[config.mk]
export PLATFORM = sky130hd
export DESIGN_NAME = scratch_ram_arbiter
export DESIGN_NICKNAME = d
export VERILOG_FILES = /design/src/rtl/scratch_pkg.sv /design/src/rtl/scratch_ram_arbiter.sv
export SDC_FILE = /design/constraint.sdc
export NUM_CORES = 1
export LEC_CHECK = 0
export ABC_AREA = 1
export CORE_MARGIN = 4
export CORE_UTILIZATION = 36
export DETAILED_ROUTE_END_ITERATION = 10
export MAX_ROUTING_LAYER = met4
export PLACE_DENSITY = 0.79
export SLEW_MARGIN = 20
export SYNTH_ARGS = -nofsm -noshare
export SYNTH_HDL_FRONTEND = slang
export SYNTH_SLANG_ARGS = --single-unit
export TNS_END_PERCENT = 50
[constraint.sdc]
create_clock -name CLK -period 1.65 [get_ports CLK]
set_input_delay 0.33 -clock CLK [delete_from_list [all_inputs] [get_ports CLK]]
set_output_delay 0.33 -clock CLK [all_outputs]
set_load 0.01 [all_outputs]
[src/rtl/scratch_pkg.sv]
// Shared constants and types for the MCU scratch RAM arbiter.
package scratch_pkg;

  localparam int ADDR_W    = 8;
  localparam int DATA_W    = 10;
  localparam int RAM_DEPTH = 2 ** ADDR_W;

  typedef enum logic {
    CLEAR = 1'b0,
    RUN   = 1'b1
  } scr_state_t;

  typedef logic [ADDR_W-1:0] addr_t;
  typedef logic [DATA_W-1:0] data_t;

endpackage

[src/rtl/scratch_ram_arbiter.sv]
// Scratch RAM arbiter: shares one RAM port between the CPU datapath and a
// secondary requester (port B), and zeroes the whole RAM after reset or on
// command. Port B is starved for at most MAX_WAIT cycles before it is forced
// in ahead of the CPU; MAX_WAIT = 0 gives port B strict priority.
module scratch_ram_arbiter
  import scratch_pkg::*;
#(
  parameter int ADDR_W   = scratch_pkg::ADDR_W,
  parameter int DATA_W   = scratch_pkg::DATA_W,
  parameter int MAX_WAIT = 4
) (
  input  logic              CLK,
  input  logic              RST,
  input  logic              CPU_REQ,
  input  logic              CPU_WE,
  input  logic [ADDR_W-1:0] CPU_ADDR,
  input  logic [DATA_W-1:0] CPU_DIN,
  output logic [DATA_W-1:0] CPU_DOUT,
  output logic              CPU_STALL,
  input  logic              B_REQ,
  input  logic              B_WE,
  input  logic [ADDR_W-1:0] B_ADDR,
  input  logic [DATA_W-1:0] B_DIN,
  output logic              B_GNT,
  output logic [DATA_W-1:0] B_RDATA,
  output logic              B_RVALID,
  input  logic              CLR_START,
  output logic              CLR_BUSY,
  output logic              RAM_WE,
  output logic [ADDR_W-1:0] RAM_ADDR,
  output logic [DATA_W-1:0] RAM_DIN,
  input  logic [DATA_W-1:0] RAM_DOUT
);

  // Age counter must be able to hold MAX_WAIT; keep at least one bit so the
  // MAX_WAIT = 0 (B priority) configuration still elaborates.
  localparam int WAIT_W = (MAX_WAIT > 0) ? $clog2(MAX_WAIT + 1) : 1;
  localparam logic [WAIT_W-1:0] WAIT_LIMIT = WAIT_W'(MAX_WAIT);
  localparam logic [ADDR_W-1:0] LAST_ADDR  = {ADDR_W{1'b1}};

  scr_state_t        state;
  logic [ADDR_W-1:0] clr_addr;
  logic [WAIT_W-1:0] wait_cnt;
  logic              grant_b;

  // Port B wins when the CPU is idle or when B has already waited its limit.
  assign grant_b = (state == RUN) && B_REQ && (!CPU_REQ || (wait_cnt == WAIT_LIMIT));

  // CPU read data is the raw RAM output; it is only meaningful when the CPU
  // request is being served this cycle.
  assign CPU_DOUT = RAM_DOUT;

  // Clear sequencer, port B age counter and registered port B read data.
  // NOTE: state registers use non-blocking assignments so every register
  // samples pre-edge values, independent of statement order.
  always_ff @(posedge CLK) begin
    if (RST) begin
      state    <= CLEAR;
      clr_addr <= '0;
      wait_cnt <= '0;
      B_RDATA  <= '0;
      B_RVALID <= 1'b0;
    end else begin
      B_RVALID <= 1'b0;
      case (state)
        CLEAR: begin
          // CLR_START is deliberately ignored here: a clear never restarts
          // itself, only RST does.
          clr_addr <= clr_addr + 1'b1;
          wait_cnt <= '0;
          if (clr_addr == LAST_ADDR) begin
            state <= RUN;
          end
        end
        RUN: begin
          if (grant_b && !B_WE) begin
            B_RDATA  <= RAM_DOUT;
            B_RVALID <= 1'b1;
          end
          if (!B_REQ || grant_b) begin
            wait_cnt <= '0;
          end else if (wait_cnt != WAIT_LIMIT) begin
            wait_cnt <= wait_cnt + 1'b1;
          end
          // The current cycle has already been arbitrated normally above;
          // the clear takes over the RAM port from the next cycle.
          if (CLR_START) begin
            state    <= CLEAR;
            clr_addr <= '0;
            wait_cnt <= '0;
          end
        end
        default: begin
          state <= CLEAR;
        end
      endcase
    end
  end

  // RAM port mux: clear sequencer, port B or CPU drives the single RAM port.
  // NOTE: every output gets a default first so no path leaves a latch.
  always_comb begin
    RAM_WE    = 1'b0;
    RAM_ADDR  = CPU_ADDR;
    RAM_DIN   = CPU_DIN;
    CPU_STALL = 1'b0;
    B_GNT     = 1'b0;
    CLR_BUSY  = 1'b0;
    if (state == CLEAR) begin
      RAM_WE    = 1'b1;
      RAM_ADDR  = clr_addr;
      RAM_DIN   = '0;
      CPU_STALL = CPU_REQ;
      CLR_BUSY  = 1'b1;
    end else if (grant_b) begin
      RAM_WE    = B_WE;
      RAM_ADDR  = B_ADDR;
      RAM_DIN   = B_DIN;
      B_GNT     = 1'b1;
      CPU_STALL = CPU_REQ;
    end else begin
      RAM_WE = CPU_REQ && CPU_WE;
    end
  end

endmodule

==> results.sh, run 1 <==
export IMPL_status="finished with violations"
export IMPL_rows=23
export IMPL_relSlewSlack_pct=85.6
export IMPL_setup_tns_ps=-2850
export IMPL_core_um2=4000
export IMPL_crit_type="flip-flop to primary output"
export IMPL_initialDrtViolationCount=53
export IMPL_via_per_inst=4.47
export IMPL_r2r_start="wait_cnt[0]$_SDFFE_PP0P_"
export IMPL_grt_total_usage_pct=18.4
export IMPL_portBuffers=95
export IMPL_clk_latency_ps=260
export IMPL_fin_util_pct=67.1
export IMPL_first_pass_iters=4
export IMPL_grt_pass1_vias=1676
export IMPL_synth_seq_cells=23
export IMPL_critPathCaptureType="primary output"
export IMPL_htreeDepth=1
export IMPL_antenna_found_initial=0
export IMPL_pin_count=96
export IMPL_rr_worst_depth=10
export IMPL_hold_start="clr_addr[6]$_SDFFE_PP0P_"
export IMPL_setup_violations=20
export IMPL_cts_buffers=3
export IMPL_cts_root_buf="clkbuf_8"
export IMPL_dp_hpwl_mm=3.71
export IMPL_nFillCells=355
export IMPL_yosysSeqAreaShare_pct=30.7
export IMPL_synth_cell_types=25
export IMPL_finalNetCount=417
export IMPL_crit_fanout=7
export IMPL_gp_congestion=0.918
export IMPL_detail_route_antenna_nets=0
export IMPL_synth_area_um2=1500
export IMPL_r2r_slack_ps=220
export IMPL_cap_violations=0
export IMPL_holdPathStages=2
export IMPL_die_area_um2=5260
export IMPL_synthCells=246
export IMPL_post_route_period_util_pct=111
export IMPL_syn_nets=302
export IMPL_hold_buffers=0
export IMPL_clkSlewWorstSetupHoldPaths_ps=80
export IMPL_worst_slew_pin_transition_ps=216
export IMPL_fin_crit_ps=1830
export IMPL_power_total_uw=1150
export IMPL_worstSetupStartpointType="flip-flop"
export IMPL_wl_mm=4.89
export IMPL_wl_per_cell_um=11.9
export IMPL_required_ps=1320
export IMPL_finalWorstSetupSlack_ps=-179
export IMPL_peakVddDrop_uv=426
export IMPL_antennaDiodeCount=0
export IMPL_vias=1831
export IMPL_p_per_area_nw_per_um2=429
export IMPL_fmax_mhz=547
export IMPL_fp_dieW_um=72.5
export IMPL_final_max_slew_viol_count=0
export IMPL_rsz0062_at_grt="yes"
export IMPL_drive_above_1_share_pct=22.5
export IMPL_synth_area_per_cell_um2=6.09
export IMPL_cts_tree="yes"
export IMPL_total_leakage_power_uw=0.00136
export IMPL_clock_skew_ps=4.91
export IMPL_die_h_um=72.5
export IMPL_hold_violations=0
export IMPL_area_growth_pct=79.1
export IMPL_grt_pass1_wl_mm=7.51
export IMPL_violations="negative setup slack"
export IMPL_r2r_end="B_RDATA[3]$_SDFFE_PP0P_"
export IMPL_hold_slack_ps=513
export IMPL_cts_sinks=23
export IMPL_yosys_warnings=0
export IMPL_hold_path_class="flip-flop to flip-flop"
export IMPL_start_util_pct=37.5
export IMPL_gr_total_overflow=0
export IMPL_whs_endpoint="clr_addr[6]$_SDFFE_PP0P_"
export IMPL_drc=0
export IMPL_cts_buffer_depth=2
export IMPL_critPathArrivalTime_ps=1500
export IMPL_grt_max_degree=22
how the worst max path moves through the flow:
stage | from | to | cells after the start
after floorplan | wait_cnt[0]$_SDFFE_PP0P_ | RAM_ADDR[2] | 8
after global placement | CPU_REQ | RAM_ADDR[7] | 8
after detailed placement | CPU_REQ | RAM_ADDR[7] | 8
after CTS | wait_cnt[1]$_SDFFE_PP0P_ | CPU_STALL | 10
after global routing | wait_cnt[0]$_SDFFE_PP0P_ | RAM_DIN[2] | 10
final | wait_cnt[0]$_SDFFE_PP0P_ | CPU_STALL | 10
cell families after synthesis:
family | share of synthesized area (%)
xor gates and xnor gates | 0.584
buffers and inverters | 17.2
and+or+nand+nor | 44.4
adders and majority gates | 2.50
DFF | 30.7
AOI/OAI and AO/OA | 4.59
layout by cell type (no fill, tap or decap), types with 2 or more instances in the layout:
| cell | netlist | final |
|---|---|---|
| dlygate4sd2_1 | 0 | 12 |
| nand2_4 | 1 | 2 |
| nand4_1 | 2 | 2 |
| buf_4 | 10 | 26 |
| nand3_1 | 14 | 12 |
| inv_1 | 25 | 23 |
| a21oi_1 | 3 | 3 |
| inv_8 | 0 | 2 |
| dfxtp_1 | 23 | 20 |
| inv_2 | 3 | 2 |
| o21ai_1 | 0 | 3 |
| ha_1 | 3 | 2 |
| nand2_2 | 4 | 4 |
| nor2_1 | 44 | 43 |
| nand2_8 | 0 | 3 |
| buf_6 | 4 | 7 |
| nand2_1 | 92 | 89 |
| buf_2 | 3 | 18 |
| dfxtp_2 | 0 | 2 |
| o21ai_0 | 5 | 2 |
| clkbuf_8 | 1 | 3 |
| nand3_2 | 0 | 2 |
| clkdlybuf4s50_1 | 0 | 61 |
power breakdown:
part           leakage [uW]  total, uW  switching (uW)  internal, uW
logic               0.00115        238            79.6           159
clock network     0.0000228        349             177           172
registers          0.000188        565            5.80           559
registers in the layout (all words and copies together), names as in the netlist:
register  count
B_RVALID      1
state         1
clr_addr      8
wait_cnt      3
B_RDATA      10
Yosys cell counts (all sizes together):
cell,n,area (um2)
a21boi,1,7.51
a21oi,3,15.0
buf,17,135
clkbuf,1,13.8
clkinv,1,3.75
dfxtp,23,460
ha,3,37.5
inv,28,105
nand2,97,382
nand3,14,70.1
nand3b,1,20.0
nand4,2,12.5
nor2,45,171
nor3,1,10.0
o211ai,1,7.51
o21ai,5,25.0
o21bai,1,7.51
o22ai,1,6.26
xor2,1,8.76
routing by layer:
metal,track usage (%),part of all wire (%)
met1,19.8,39
met5,-,0
met3,2.91,8.7
met2,34.9,51
met4,4.30,0.96
through the flow:
step	setup slack, ps	cells	area [um2]
5_1_grt	-248	410	2690
4_1_cts	-180	408	2620
3_5_place_dp	-677	396	2540
2_1_floorplan	89.5	246	1500
3_3_place_gp	-655	396	2540
6_report	-179	410	2690
final cells by class:
class,count,area (um2),area share (%)
timing repair inverter,1,8.76,0.326
tap,50,62.6,2.33
multi-input combinational,177,871,32.4
timing repair buffer,126,1100,41.1
clock buffer,4,45.0,1.68
sequential,23,467,17.4
inverter,29,126,4.71
worst max-delay path, cell delays in order (launching register included):
cell and delay, ps:
dfxtp_2 330, inv_2 80, ha_4 140, nand2_4 60, nand2_8 100, nand2_8 90
nand2_8 100, inv_8 50, buf_6 110, nor2_4 90, buf_6 100
what timing repair did:
| action | 4_1_cts | 5_1_grt |
|---|---|---|
| cloned | 2 | 0 |
| gates resized for setup | 128 | 17 |
| pin swaps | 10 | 7 |
| setup endpoints to repair | 32 | 24 |
| buffers inserted | 6 | 2 |
Note: power is estimated with default switching activity, not from simulation.
==> inputs of run 2 (changes only) <==
Settings changed: HOLD_SLACK_MARGIN set to 0.15.
==> results of run 2 <==
No change in the layout: final DEF, timing and power equal those of run 1.
==> inputs of run 3 (changes only) <==
Settings changed: CAP_MARGIN set to 20.
==> results of run 3 <==
No change in the layout: final DEF, timing and power equal those of run 1.
